### src/rtl/clock_pkg.sv
// Shared definitions for the clock time-setting controller.
// Holds the mode_o width and the RUN / SET_HOUR / SET_MIN state encoding.
package clock_pkg;

    localparam int unsigned MODE_W = 2;

    localparam logic [MODE_W-1:0] RUN      = 2'd0;
    localparam logic [MODE_W-1:0] SET_HOUR = 2'd1;
    localparam logic [MODE_W-1:0] SET_MIN  = 2'd2;

    // Mode-button step: RUN -> SET_HOUR -> SET_MIN -> RUN.
    function automatic logic [MODE_W-1:0] next_mode(input logic [MODE_W-1:0] cur);
        case (cur)
            RUN:      next_mode = SET_HOUR;
            SET_HOUR: next_mode = SET_MIN;
            default:  next_mode = RUN;
        endcase
    endfunction

endpackage

### src/rtl/time_set_ctrl_btn_repeat.sv
// Increment-button front end: rising-edge detection plus optional auto-repeat.
// Optional feature macro: AUTO_REPEAT_EN (hold-to-repeat). Without it, exactly
// one press_o per button press and no repeat counters exist.
module btn_repeat #(
    parameter int unsigned REPEAT_DLY = 5,
    parameter int unsigned REPEAT_PER = 2
) (
    input  logic clk_i,
    input  logic rst_i,
    input  logic btn_i,
    output logic press_o
);

    logic btn_q;
    logic valid_q;
    logic rise;

    // Previous-cycle level; valid_q ensures only post-reset samples form an edge.
    always_ff @(posedge clk_i or posedge rst_i) begin
        if (rst_i) begin
            btn_q   <= 1'b0;
            valid_q <= 1'b0;
        end else begin
            btn_q   <= btn_i;
            valid_q <= 1'b1;
        end
    end

    assign rise = valid_q & btn_i & ~btn_q;

`ifdef AUTO_REPEAT_EN
    localparam int unsigned CNT_MAX = (REPEAT_DLY > REPEAT_PER) ? REPEAT_DLY : REPEAT_PER;
    localparam int unsigned CNT_W   = $clog2(CNT_MAX + 1);

    // cnt_q == 0 means no armed hold; it is loaded with 1 on a press so that a
    // button already high when reset released never starts repeating.
    logic [CNT_W-1:0] cnt_q;
    logic             rpt_phase_q;
    logic             rpt_fire;

    // Repeat pulse: first after REPEAT_DLY held cycles, then every REPEAT_PER.
    always_comb begin
        rpt_fire = 1'b0;
        if (btn_i && !rise && (cnt_q != '0)) begin
            if (rpt_phase_q) rpt_fire = (cnt_q == CNT_W'(REPEAT_PER));
            else             rpt_fire = (cnt_q == CNT_W'(REPEAT_DLY));
        end
    end

    // Hold-duration counter, restarted by each press and each repeat pulse.
    always_ff @(posedge clk_i or posedge rst_i) begin
        if (rst_i) begin
            cnt_q       <= '0;
            rpt_phase_q <= 1'b0;
        end else if (!btn_i) begin
            cnt_q       <= '0;
            rpt_phase_q <= 1'b0;
        end else if (rise) begin
            cnt_q       <= CNT_W'(1);
            rpt_phase_q <= 1'b0;
        end else if (cnt_q != '0) begin
            if (rpt_fire) begin
                cnt_q       <= CNT_W'(1);
                rpt_phase_q <= 1'b1;
            end else begin
                cnt_q <= cnt_q + CNT_W'(1);
            end
        end
    end

    assign press_o = rise | rpt_fire;
`else
    assign press_o = rise;
`endif

endmodule

### src/rtl/time_set_ctrl.sv
// Time-setting controller for a digital clock: mode FSM, increment/clear
// strobes to the time counter, display blinking and set-mode inactivity timeout.
// Optional feature macro: AUTO_REPEAT_EN (auto-repeat of a held increment button).
module time_set_ctrl
    import clock_pkg::*;
#(
    parameter int unsigned TPS        = 10,
    parameter int unsigned REPEAT_DLY = 5,
    parameter int unsigned REPEAT_PER = 2,
    parameter int unsigned TIMEOUT_S  = 3
) (
    input  logic              clk_i,
    input  logic              rst_i,
    input  logic              btn_mode_i,
    input  logic              btn_inc_i,
    output logic              run_en_o,
    output logic              inc_hour_o,
    output logic              inc_min_o,
    output logic              clr_sec_o,
    output logic              blank_hour_o,
    output logic              blank_min_o,
    output logic [MODE_W-1:0] mode_o
);

    localparam int unsigned IDLE_LIMIT = TIMEOUT_S * TPS;
    localparam int unsigned IDLE_W     = $clog2(IDLE_LIMIT + 1);
    localparam int unsigned BLINK_W    = (TPS > 1) ? $clog2(TPS) : 1;

    logic [MODE_W-1:0]  state_q, state_d;
    logic               mode_q, mode_valid_q;
    logic               mode_rise;
    logic               inc_press;
    logic               btn_event;
    logic               timeout;
    logic [IDLE_W-1:0]  idle_q, idle_d;
    logic [BLINK_W-1:0] blink_q, blink_d;
    logic               hour_d, min_d, clr_d;
    logic               hour_q, min_q, clr_q;

    btn_repeat #(
        .REPEAT_DLY (REPEAT_DLY),
        .REPEAT_PER (REPEAT_PER)
    ) u_inc_btn (
        .clk_i   (clk_i),
        .rst_i   (rst_i),
        .btn_i   (btn_inc_i),
        .press_o (inc_press)
    );

    // Mode-button edge detector; only levels sampled after reset form an edge.
    always_ff @(posedge clk_i or posedge rst_i) begin
        if (rst_i) begin
            mode_q       <= 1'b0;
            mode_valid_q <= 1'b0;
        end else begin
            mode_q       <= btn_mode_i;
            mode_valid_q <= 1'b1;
        end
    end

    assign mode_rise = mode_valid_q & btn_mode_i & ~mode_q;
    assign btn_event = mode_rise | inc_press;
    assign timeout   = (state_q != RUN) && (idle_q == IDLE_W'(IDLE_LIMIT)) && !btn_event;

    // Next state, strobes and counters; a mode rise outranks any increment.
    always_comb begin
        state_d = state_q;
        hour_d  = 1'b0;
        min_d   = 1'b0;
        clr_d   = 1'b0;
        if (mode_rise) begin
            state_d = next_mode(state_q);
            clr_d   = (state_q == SET_MIN);
        end else if (timeout) begin
            state_d = RUN;
            clr_d   = 1'b1;
        end else begin
            hour_d = (state_q == SET_HOUR) && inc_press;
            min_d  = (state_q == SET_MIN) && inc_press;
        end

        if ((state_q == RUN) || btn_event || timeout) idle_d = '0;
        else                                          idle_d = idle_q + IDLE_W'(1);

        if (state_q == RUN)                     blink_d = '0;
        else if (blink_q == BLINK_W'(TPS - 1))  blink_d = '0;
        else                                    blink_d = blink_q + BLINK_W'(1);
    end

    // State, counters and registered strobes; reset drops any pending strobe.
    always_ff @(posedge clk_i or posedge rst_i) begin
        if (rst_i) begin
            state_q <= RUN;
            idle_q  <= '0;
            blink_q <= '0;
            hour_q  <= 1'b0;
            min_q   <= 1'b0;
            clr_q   <= 1'b0;
        end else begin
            state_q <= state_d;
            idle_q  <= idle_d;
            blink_q <= blink_d;
            hour_q  <= hour_d;
            min_q   <= min_d;
            clr_q   <= clr_d;
        end
    end

    assign run_en_o     = (state_q == RUN);
    assign mode_o       = state_q;
    assign inc_hour_o   = hour_q;
    assign inc_min_o    = min_q;
    assign clr_sec_o    = clr_q;
    // Blanking follows the live increment level so the value stays visible while pressing.
    assign blank_hour_o = (state_q == SET_HOUR) && (blink_q >= BLINK_W'(TPS / 2)) && !btn_inc_i;
    assign blank_min_o  = (state_q == SET_MIN)  && (blink_q >= BLINK_W'(TPS / 2)) && !btn_inc_i;

endmodule

### config.mk
export PLATFORM = sky130hd
export DESIGN_NAME = time_set_ctrl
export DESIGN_NICKNAME = d
export VERILOG_FILES = /design/src/rtl/clock_pkg.sv /design/src/rtl/time_set_ctrl_btn_repeat.sv /design/src/rtl/time_set_ctrl.sv
export SDC_FILE = /design/constraint.sdc
export NUM_CORES = 1
export LEC_CHECK = 0
export ABC_AREA = 1
export ABC_CLOCK_PERIOD_IN_PS = 2300
export CORE_ASPECT_RATIO = 0.9
export CORE_MARGIN = 2
export CORE_UTILIZATION = 45
export DETAILED_ROUTE_END_ITERATION = 6
export PLACE_DENSITY = 0.69
export SLEW_MARGIN = 30
export SYNTH_ARGS = -nofsm -noshare
export SYNTH_HDL_FRONTEND = slang
export SYNTH_SLANG_ARGS = --single-unit
### constraint.sdc
create_clock -name clk_i -period 2.3 [get_ports clk_i]
set_input_delay 0.345 -clock clk_i [delete_from_list [all_inputs] [get_ports clk_i]]
set_output_delay 0.345 -clock clk_i [all_outputs]
set_load 0.03 [all_outputs]
==> flow_summary.toml <==
[die]
die-width_microns = 46.9
io-pin-count = 12
die_h_microns = 42.6
floorplan_core_area_sq_um = 1500
die_area_sq_um = 2000
starting_density_of_the_core = 0.498
placement_rows = 13

[status]
run_status = "finished, final reports clean"

[power]
power_per_cell_area_nw_per_um2 = 958
net-switching-power_uw = 336
power.share.clock = 0.176
internal_power_uw = 543
power_frac_comb = 0.351
ir_worst_vdd_mv = 0.571
power.share.sequential = 0.473
switching_share = 0.382
cellLeakagePower_nw = 0.449

[final_layout]
layout-drive-gt1-share = 0.115
fill_count = 144
postLayoutCoreUtil = 0.613
commonest_cells_after_routing_fill_and_taps_aside = "sky130_fd_sc_hd__dfrtp_1, sky130_fd_sc_hd__nand2_1, sky130_fd_sc_hd__nor2_1"
synthToLayoutAreaGrowth_pct = 23.0
nNetsFinal = 103
insertedDiodeCount = 0
final_common_cell = "sky130_fd_sc_hd__dfrtp_1"

[worst_setup_path]
crit_fanout = 5
worstReg2RegEnd = "mode_o[0]"
crit_type = "reg2out"
timing.reg2reg.setup_slack_ps = 1100
worstReg2RegStart = "idle_q[0]"
required_ps = 1960
cp_data_arrival_time_ps = 1790
startpoint = "blink_q[0]"
cp-endpoint = "blank_hour_o"
critical_path.endpoint_type = "output port"
setup.worst_path.start_class = "register"
reg2reg_depth = 9

[global_routing]
gr-max-usage-layer = "met2"
grt_max_degree = 18
global_route.usage.total = 0.163
antenna_violations_before_repair = 0
gr-usage-met2 = 0.279
grt-ovfl-total = 0
grt_use_met1 = 0.184
grt_pass1_wl_microns = 2310
first_global_vias = 574
groute.layer.met3.usage = 0.0474

[synthesis]
synth_top_area_frac = 0.570
synth_cell_type_count = 17
netlist_area_sq_um = 746
synth.avg_cell_area_sq_um = 9.32
synth.yosys.seq_area_share = 0.570
netlist_instances = 80
yosysWarningCount = 0
ys_seq_elements = 17
synth_top_cell_by_area = "sky130_fd_sc_hd__dfrtp_1"
postSynthNetCount = 86
synth.area.top_cells = "sky130_fd_sc_hd__dfrtp_1, sky130_fd_sc_hd__nand2_1, sky130_fd_sc_hd__nor2_1"

[sta]
fmax_ghz = 0.469
final_hold_viol_count = 0
setup_violations = 0
final-max-slew-violation-count = 0
grt_setup_unrepaired = "no"
timing.final.crit_period_ps = 2130
pin_slew_with_the_least_headroom_to_its_limit_ps = 635
worst_clock_skew_ps = 3.36
relSlewSlack = 0.576
final.setup.worst_slack_ps = 168
setup_total_negative_slack_ps = 0
min_period_over_period = 0.927

[cts]
cts-resized-gates = 0
cts_buffer_depth = 2
tritoncts_num_sinks = 17
clock_tree_root_driver_cell = "sky130_fd_sc_hd__clkbuf_4"
post-cts-setup-buffers = 0
clock_tree_from_tritoncts = "yes"
post_cts_hold_buffer_count = 0
cts_made_buffers = 3
insertion_delay_ps = 280
cts.clk_slew.worst_paths_ps = 90
clock_tree.htree_level_count = 1

[drt]
wl_per_cell_microns = 11.2
number_of_vias_per_cell = 4.82
final_antenna_net_count = 0
route.vias.total = 569
routed_wirelength_microns = 1330
drt-initial-drc-count = 10
drt-pass1-iter-count = 4
drcViolationCount = 0

[place]
place.detailed.hpwl_microns = 1020
place_ws_ps = 207
gp_congestion = 0.797
io_buffer_count = 11

[hold_path]
hold_path.class = "in2async"

[job]
drv.max_cap_violation_count = 0
state kept, by name, indices dropped and copies added (netlist names):
register / flops
idle_q: 5
blink_q: 4
mode_o: 2
clr_sec_o: 1
inc_hour_o: 1
inc_min_o: 1
mode_q: 1
u_inc_btn.btn_q: 1
u_inc_btn.valid_q: 1
synthesized netlist by cell type:
cell                       instances
sky130_fd_sc_hd__ha_1              2
sky130_fd_sc_hd__nor2_4            1
sky130_fd_sc_hd__nand2_1          15
sky130_fd_sc_hd__o21ai_1           1
sky130_fd_sc_hd__nand3_1           5
sky130_fd_sc_hd__nor2_1           15
sky130_fd_sc_hd__nand2_2           1
sky130_fd_sc_hd__dfrtp_1          17
sky130_fd_sc_hd__nor2_2            3
sky130_fd_sc_hd__inv_1            10
sky130_fd_sc_hd__o21bai_1          1
sky130_fd_sc_hd__xnor2_1           1
sky130_fd_sc_hd__conb_1            1
sky130_fd_sc_hd__nor3_1            2
sky130_fd_sc_hd__xor2_1            3
sky130_fd_sc_hd__nor3b_2           1
sky130_fd_sc_hd__nand3_2           1
cell type report:
| type | count | area (sq um) | share of cell area |
|---|---|---|---|
| timing repair buffer | 12 | 118 | 0.128 |
| clock buffer | 4 | 26.3 | 0.0286 |
| tap | 22 | 27.5 | 0.0300 |
| inverter | 10 | 37.5 | 0.0409 |
| sequential | 17 | 425 | 0.464 |
| multi-input combinational | 53 | 283 | 0.308 |
critical path: stages, from the launching register on:
cell                              delay (ps)
sky130_fd_sc_hd__dfrtp_1                 430
sky130_fd_sc_hd__nor2_1                  200
sky130_fd_sc_hd__nor2_1                   70
sky130_fd_sc_hd__o21bai_1                170
sky130_fd_sc_hd__nor2_1                   60
sky130_fd_sc_hd__clkdlybuf4s50_1         590
per-stage QoR:
stage	hold WS (ps)	cells	power, mW	cell area, sq um
after floorplan	271	80	0.607	746
after global placement	469	114	0.710	891
after detailed placement	487	114	0.726	891
after CTS	452	118	0.885	917
after global routing	495	118	0.941	917
final	438	118	0.879	917
layer usage:
| layer | part of all wire | vias up |
|---|---|---|
| li1 | - | 276 |
| met1 | 0.43 | 276 |
| met2 | 0.52 | 13 |
| met3 | 0.038 | 4 |
| met4 | 0.011 | 0 |
| met5 | 0 | - |
power groups by stage:
stage          registers [mW]  clock network, mW  logic [mW]
2_1_floorplan           0.437                  0       0.169
3_3_place_gp            0.414                  0       0.295
3_5_place_dp            0.422                  0       0.304
4_1_cts                 0.416              0.159       0.311
5_1_grt                 0.426              0.171       0.343
6_report                0.416              0.155       0.308
cells by family after synthesis:
family	synth area share
XOR/XNOR	0.0470
AND/OR/NAND/NOR	0.277
AO/OA/AOI/OAI	0.0168
flip-flops	0.570
buffers and inverters	0.0503
other	0.00503
adder cells (fa/ha/maj)	0.0336
how the worst min path moves through the flow:
| stage | cells after the start | slack, ps | end |
|---|---|---|---|
| 3_3_place_gp | 1 | 470 | idle_q[0] |
| 4_1_cts | 2 | 450 | blink_q[1] |
| 2_1_floorplan | 1 | 270 | blink_q[0] |
| 6_report | 2 | 440 | idle_q[0] |
| 5_1_grt | 2 | 500 | blink_q[3] |
| 3_5_place_dp | 1 | 490 | idle_q[0] |
Note: power is estimated with default switching activity, not from simulation.
